**src/rtl/intersection_scheduler_if.sv**
```systemverilog
// rtl/intersection_scheduler_if.sv - sensor inputs and lamp/camera outputs of the intersection scheduler
// Optional PED_WALK_EN adds the pedestrian request and walk signals.
interface intersection_scheduler_if;
    logic       side_req;
    logic       main_car;
    logic       side_car;
    logic [2:0] main_lamp;
    logic [2:0] side_lamp;
    logic       cam_main;
    logic       cam_side;
    logic [2:0] phase;
`ifdef PED_WALK_EN
    logic       ped_req;
    logic       walk;
`endif

    modport slave (
        input  side_req, main_car, side_car,
`ifdef PED_WALK_EN
        input  ped_req,
        output walk,
`endif
        output main_lamp, side_lamp, cam_main, cam_side, phase
    );

    modport master (
        output side_req, main_car, side_car,
`ifdef PED_WALK_EN
        output ped_req,
        input  walk,
`endif
        input  main_lamp, side_lamp, cam_main, cam_side, phase
    );
endinterface

```
**src/rtl/intersection_scheduler.sv**
```systemverilog
// rtl/intersection_scheduler.sv - two-road intersection sequencer with lamps and red-light camera triggers
// Optional macro PED_WALK_EN adds ped_req/walk and the WALK parameter.
module intersection_scheduler #(
    parameter int TW         = 8,
    parameter int MIN_GREEN  = 10,
    parameter int YELLOW     = 3,
    parameter int ALL_RED    = 2,
    parameter int SIDE_GREEN = 8
`ifdef PED_WALK_EN
    ,
    parameter int WALK       = 12
`endif
) (
    input  logic                   clk,
    input  logic                   rst_n,
    intersection_scheduler_if.slave bus
);
    localparam logic [2:0] S_MG  = 3'd0;
    localparam logic [2:0] S_MY  = 3'd1;
    localparam logic [2:0] S_AR1 = 3'd2;
    localparam logic [2:0] S_SG  = 3'd3;
    localparam logic [2:0] S_SY  = 3'd4;
    localparam logic [2:0] S_AR2 = 3'd5;

    localparam logic [2:0] L_RED    = 3'b100;
    localparam logic [2:0] L_YELLOW = 3'b010;
    localparam logic [2:0] L_GREEN  = 3'b001;

    localparam logic [TW-1:0] T_MG  = TW'(MIN_GREEN - 1);
    localparam logic [TW-1:0] T_Y   = TW'(YELLOW - 1);
    localparam logic [TW-1:0] T_AR  = TW'(ALL_RED - 1);
    localparam logic [TW-1:0] T_SG  = TW'(SIDE_GREEN - 1);
    localparam logic [TW-1:0] T_MAX = {TW{1'b1}};

    logic [2:0]    state, state_n;
    logic [TW-1:0] timer, timer_n;
    logic          pend, pend_n;
    logic          enter, enter_sg;
    logic          req_any;
    logic [TW-1:0] sg_last;
    logic [2:0]    main_lamp_n, side_lamp_n;

`ifdef PED_WALK_EN
    localparam int WALK_LEN = (WALK > SIDE_GREEN) ? WALK : SIDE_GREEN;
    localparam logic [TW-1:0] T_SGW = TW'(WALK_LEN - 1);

    logic ped_pend, ped_pend_n;
    logic walk_n;

    assign req_any = pend | ped_pend;
    // walk is already registered for the whole SG, so it also selects SG length
    assign sg_last = bus.walk ? T_SGW : T_SG;
`else
    assign req_any = pend;
    assign sg_last = T_SG;
`endif

    always_comb begin
        state_n = state;
        case (state)
            S_MG:    if (req_any && timer >= T_MG) state_n = S_MY;
            S_MY:    if (timer == T_Y)             state_n = S_AR1;
            S_AR1:   if (timer == T_AR)            state_n = S_SG;
            S_SG:    if (timer == sg_last)         state_n = S_SY;
            S_SY:    if (timer == T_Y)             state_n = S_AR2;
            S_AR2:   if (timer == T_AR)            state_n = S_MG;
            default:                               state_n = S_AR2;
        endcase
    end

    assign enter    = (state_n != state);
    assign enter_sg = enter && (state_n == S_SG);

    always_comb begin
        if (enter)
            timer_n = '0;
        else if (timer == T_MAX)
            timer_n = timer;
        else
            timer_n = timer + 1'b1;
    end

    // clear on SG entry takes priority over a coincident request
    always_comb begin
        pend_n = pend;
        if (enter_sg)
            pend_n = 1'b0;
        else if (bus.side_req && state != S_SG)
            pend_n = 1'b1;
    end

`ifdef PED_WALK_EN
    always_comb begin
        ped_pend_n = ped_pend;
        if (enter_sg)
            ped_pend_n = 1'b0;
        else if (bus.ped_req && state != S_SG)
            ped_pend_n = 1'b1;
    end

    always_comb begin
        walk_n = 1'b0;
        if (enter_sg)
            walk_n = ped_pend;
        else if (state_n == S_SG)
            walk_n = bus.walk;
    end
`endif

    // lamps decode the next state so they change on the same edge as phase
    always_comb begin
        main_lamp_n = L_RED;
        side_lamp_n = L_RED;
        case (state_n)
            S_MG: main_lamp_n = L_GREEN;
            S_MY: main_lamp_n = L_YELLOW;
            S_SG: side_lamp_n = L_GREEN;
            S_SY: side_lamp_n = L_YELLOW;
            default: begin
                main_lamp_n = L_RED;
                side_lamp_n = L_RED;
            end
        endcase
    end

    always_ff @(posedge clk or negedge rst_n) begin
        if (!rst_n) begin
            state         <= S_AR2;
            timer         <= '0;
            pend          <= 1'b0;
            bus.main_lamp <= L_RED;
            bus.side_lamp <= L_RED;
            bus.cam_main  <= 1'b0;
            bus.cam_side  <= 1'b0;
        end else begin
            state         <= state_n;
            timer         <= timer_n;
            pend          <= pend_n;
            bus.main_lamp <= main_lamp_n;
            bus.side_lamp <= side_lamp_n;
            bus.cam_main  <= bus.main_car & bus.main_lamp[2];
            bus.cam_side  <= bus.side_car & bus.side_lamp[2];
        end
    end

`ifdef PED_WALK_EN
    always_ff @(posedge clk or negedge rst_n) begin
        if (!rst_n) begin
            ped_pend <= 1'b0;
            bus.walk <= 1'b0;
        end else begin
            ped_pend <= ped_pend_n;
            bus.walk <= walk_n;
        end
    end
`endif

    assign bus.phase = state;
endmodule
```
**src/flat_wrapper.sv**
```systemverilog
// flat-port wrapper written by rule: the top's interface ports become plain ports
module intersection_scheduler_flat 
#(
    parameter int TW         = 8,
    parameter int MIN_GREEN  = 10,
    parameter int YELLOW     = 3,
    parameter int ALL_RED    = 2,
    parameter int SIDE_GREEN = 8

)
  (clk, rst_n, bus_side_req, bus_main_car, bus_side_car, bus_main_lamp, bus_side_lamp, bus_cam_main, bus_cam_side, bus_phase);
  intersection_scheduler_if bus_i ();
  input  logic clk;
  input  logic rst_n;
  input wire logic [$bits(bus_i.side_req)-1:0] bus_side_req;
  input wire logic [$bits(bus_i.main_car)-1:0] bus_main_car;
  input wire logic [$bits(bus_i.side_car)-1:0] bus_side_car;
  output wire logic [$bits(bus_i.main_lamp)-1:0] bus_main_lamp;
  output wire logic [$bits(bus_i.side_lamp)-1:0] bus_side_lamp;
  output wire logic [$bits(bus_i.cam_main)-1:0] bus_cam_main;
  output wire logic [$bits(bus_i.cam_side)-1:0] bus_cam_side;
  output wire logic [$bits(bus_i.phase)-1:0] bus_phase;
  assign bus_i.side_req = bus_side_req;
  assign bus_i.main_car = bus_main_car;
  assign bus_i.side_car = bus_side_car;
  assign bus_main_lamp = bus_i.main_lamp;
  assign bus_side_lamp = bus_i.side_lamp;
  assign bus_cam_main = bus_i.cam_main;
  assign bus_cam_side = bus_i.cam_side;
  assign bus_phase = bus_i.phase;
  intersection_scheduler #(.TW(TW), .MIN_GREEN(MIN_GREEN), .YELLOW(YELLOW), .ALL_RED(ALL_RED), .SIDE_GREEN(SIDE_GREEN)) u_core (.clk(clk), .rst_n(rst_n), .bus(bus_i));
endmodule
```
**config.mk**
```make
export PLATFORM = sky130hd
export DESIGN_NAME = intersection_scheduler_flat
export DESIGN_NICKNAME = d
export VERILOG_FILES = /design/src/rtl/intersection_scheduler_if.sv /design/src/rtl/intersection_scheduler.sv /design/src/flat_wrapper.sv
export SDC_FILE = /design/constraint.sdc
export NUM_CORES = 1
export LEC_CHECK = 0
export CAP_MARGIN = 25
export CELL_PAD_IN_SITES_DETAIL_PLACEMENT = 1
export CELL_PAD_IN_SITES_GLOBAL_PLACEMENT = 2
export CORE_MARGIN = 5
export CORE_UTILIZATION = 31
export DETAILED_ROUTE_END_ITERATION = 10
export PLACE_DENSITY = 0.72
export SLEW_MARGIN = 20
export SYNTH_ARGS = -nofsm -noshare
export SYNTH_HDL_FRONTEND = slang
export SYNTH_SLANG_ARGS = --single-unit
```
**constraint.sdc**
```tcl
create_clock -name clk -period 1.95 [get_ports clk]
set_input_delay 0.39 -clock clk [delete_from_list [all_inputs] [get_ports clk]]
set_output_delay 0.39 -clock clk [all_outputs]
set_load 0.01 [all_outputs]
```
==> key figures <==
Logic synthesis
  • Synth top cells by count: dfrtp_1, nor2_1, a21oi_1, inv_1, nand2_1
  • Asr flop ratio synth: 100.0%
  • Post-synthesis sequential area ratio: 43.49%
  • Post-Syn Nets: 123
  • Number of synthesized register bits: 20
  • Top cells by area, synth: dfrtp_1, dfstp_2, ha_1
  • EDFF count, synth: 0
  • Ys flop type: dfrtp_1
  • Unique masters post-synth: 44
  • Area leader, netlist: dfrtp_1
  • Syn Inst Count: 114
  • Syn Std Cell Area: 1162 µm²
  • Post-Syn Area per Cell: 10.20 µm²
  • Top cell type's share of synthesized area: 34.45%
  • Number of synthesis warnings: 0
  • Top-count cell post-synth: dfrtp_1

Detailed routing
  • Total wire length: 3333 µm
  • Post-route ant nets: 0
  • Remaining DRCs: 0
  • First-pass DRT Iterations: 4
  • Via/cell ratio: 5.193
  • Wire per inst: 16.50 µm
  • Total number of vias: 1049
  • Drt initial violations: 51

Worst setup path
  • Worst setup EP type: register
  • Crit-path cells: or4_4, a311oi_2, a211o_2, o211ai_4, buf_12, a221oi_2
  • Crit start category: register
  • Critical path class: reg2reg
  • Crit path max fanout: 8
  • CP max stage cell: or4_4
  • Worst R2R Start: u_core.timer[6]
  • Critical path depth: 6
  • Crit path launch: u_core.timer[6]
  • Worst EP required: 2.13 ns
  • Critical path's top delay family: compound AO/OA/AOI/OAI gates
  • CP Buf/Inv Count: 1
  • Critical Path AT: 2.14 ns
  • CP peak stage delay: 0.61 ns
  • R2R depth: 6

Power and ir drop
  • Pwr dens: 1593 nW/µm²
  • Internal power: 1.668 mW
  • VDD IR max: 0.5657 mV
  • Total power draw: 2.672 mW
  • Leak: 0.7364 nW
  • Sw Ratio: 37.58%
  • Psw: 1.004 mW
  • Clk network pwr share: 15.7%
  • Part of the power in combinational logic: 58.9%
  • Share of power burned in registers: 25.4%

Outcome
  • Failing checks: negative setup slack
  • Status: complete, but fails checks

Floorplanning
  • Die Area: 5074 µm²
  • Io pins: 16
  • Initial Util: 31.99%
  • Core area: 3633 µm²
  • Die height: 71.24 µm
  • Num rows: 22
  • DIE WIDTH: 71.24 µm

Placement
  • Post-Place Cells: 190
  • Post-detail-place hpwl: 2351 µm
  • PortBufs: 15
  • RePlAce Congestion: 0.7573
  • Pre-CTS setup slack: -0.06584 ns

Cells and area
  • Reg area: 505.5 µm²
  • Final cell count without fillers: 202
  • # nets final: 164
  • Fill cells: 407
  • Multi-input logic area: 646.9 µm²
  • Final Util: 46.14%
  • Synth-to-layout area growth: 44.24%
  • Share of layout cells above drive strength 1: 34.42%
  • Diodes inserted: 0

Hold path
  • Worst hold path type: in2async

STA
  • Fmax: 0.5086 GHz
  • Final worst slack: -0.01623 ns
  • Final Max Slew Viols: 0
  • Tightest Pin Transition: 0.3971 ns
  • Final min period: 1.966 ns
  • Clk_skew: 0.004064 ns
  • Min Hold Slack: 0.4720 ns
  • Setup-failing EPs final: 1
  • RSZ-0062 raised after global routing: yes
  • Final Cycle Share: 100.8%
  • Slew margin rel.: 73.15%
  • Hold Vio Cnt, Final: 0

Clocking
  • CTS tree: yes
  • Clock latency on the worst-skew pair: 0.26 ns
  • Worst-path clk slew: 0.08 ns
  • # clock sinks: 20
  • Clock root cell: clkbuf_8
  • TritonCTS buffer count: 3
  • Deepest clock path buffer count: 2
  • Max H-tree Level: 1

Run
  • Max capacitance violation total: 0

GRT
  • Antenna violations before repair: 0
  • Met2 Usage GRT: 22.65%
  • Met1 Usage GRT: 18.12%
  • Total global routing overflow: 0
  • GR Util met3: 2.945%
  • GRT busiest layer: met2
  • Vias in the first global route: 1080
  • First-pass GRT wire length: 5533 µm
  • Largest net degree at the start of global routing: 21
  • GRT Util Overall: 13.78%
[worst register-to-register path: stages, from the launching register on]
cell,delay (ns)
dfrtp_1,0.41
or4_4,0.61
a311oi_2,0.21
a211o_2,0.17
o211ai_4,0.08
buf_12,0.15
a221oi_2,0.25
[power by group through the flow]
stage	clock network (mW)	registers, mW	logic, mW
2_1_floorplan	0	0.697	0.737
3_3_place_gp	0	0.700	1.26
3_5_place_dp	0	0.709	1.28
4_1_cts	0.429	0.679	1.43
5_1_grt	0.450	0.699	1.70
6_report	0.420	0.678	1.57
[layout by cell type, fill, tap and decap left out, types with 2 or more instances in the layout]
cell type,synthesis,layout
and2_1,5,5
inv_1,6,6
nor2_1,11,10
nand2b_1,3,2
o21ai_0,2,2
buf_12,0,2
a21oi_1,9,8
dfrtp_1,16,16
nor3_4,1,2
clkdlybuf4s50_1,0,15
nand4_1,2,2
ha_2,0,2
buf_4,0,24
xnor2_1,2,2
and3_1,4,4
nand2_1,6,6
a31oi_1,3,3
clkbuf_8,0,3
nand3_1,4,4
a211oi_2,2,2
ha_1,4,2
dfstp_2,4,4
[per-layer routing]
| layer | vias to the layer above | routed length, µm |
|---|---|---|
| li1 | 499 | - |
| met1 | 522 | 1441 |
| met2 | 24 | 1687 |
| met3 | 4 | 166 |
| met4 | 0 | 38 |
| met5 | - | 0 |
[cell type report]
class,count,share of cell area (%)
clock buffers,3,2.463
clock inverters,1,1.791
inverters,6,1.343
multi-input cells,83,38.58
flip-flops and latches,20,30.15
well taps,48,3.582
repair buffers,41,22.09
[timing repair]
item | CTS | global route
hold buffers | 0 | 0
endpoints found under the setup margin | 9 | 12
buffers inserted | 3 | 6
gates resized for setup | 0 | 7
endpoints found under the hold margin | 0 | 0
pin swaps | 2 | 4
[cell families after synthesis]
kind of cell	count (synthesis)	share of synthesized area [%]
AND/OR/NAND/NOR	43	22.60
AO/OA/AOI/OAI	33	23.57
XOR/XNOR	2	1.507
multiplexers	1	0.8612
adder cells (fa/ha/maj)	4	4.306
buffers and inverters	11	3.659
flip-flops	20	43.49
[per-stage QoR]
step / setup TNS, ns / cell area (µm²)
after global routing: -0.1398 / 1677
after detailed placement: -0.4072 / 1500
after floorplan: 0 / 1162
after CTS: 0 / 1607
final: -0.01623 / 1677
after global placement: 0 / 1500
[state kept, by name, summed over array words and instances (netlist names)]
name,flops
u_core.bus.cam_main,1
u_core.timer,8
u_core.pend,1
u_core.bus.side_lamp,3
u_core.bus.cam_side,1
u_core.bus.main_lamp,3
u_core.bus.phase,3
[final timing paths]
kind,slack (ns),endpoint
setup / recovery,-0.02,u_core.timer[2]
hold reg to reg,0.53,u_core.bus.cam_side
min in group clk,0.53,u_core.bus.cam_side
max in group asynchronous,1.21,u_core.bus.phase[0]
hold / removal,0.47,u_core.bus.phase[1]
setup reg to reg,-0.02,u_core.timer[2]
No activity file was read; power rests on OpenSTA's default activity.
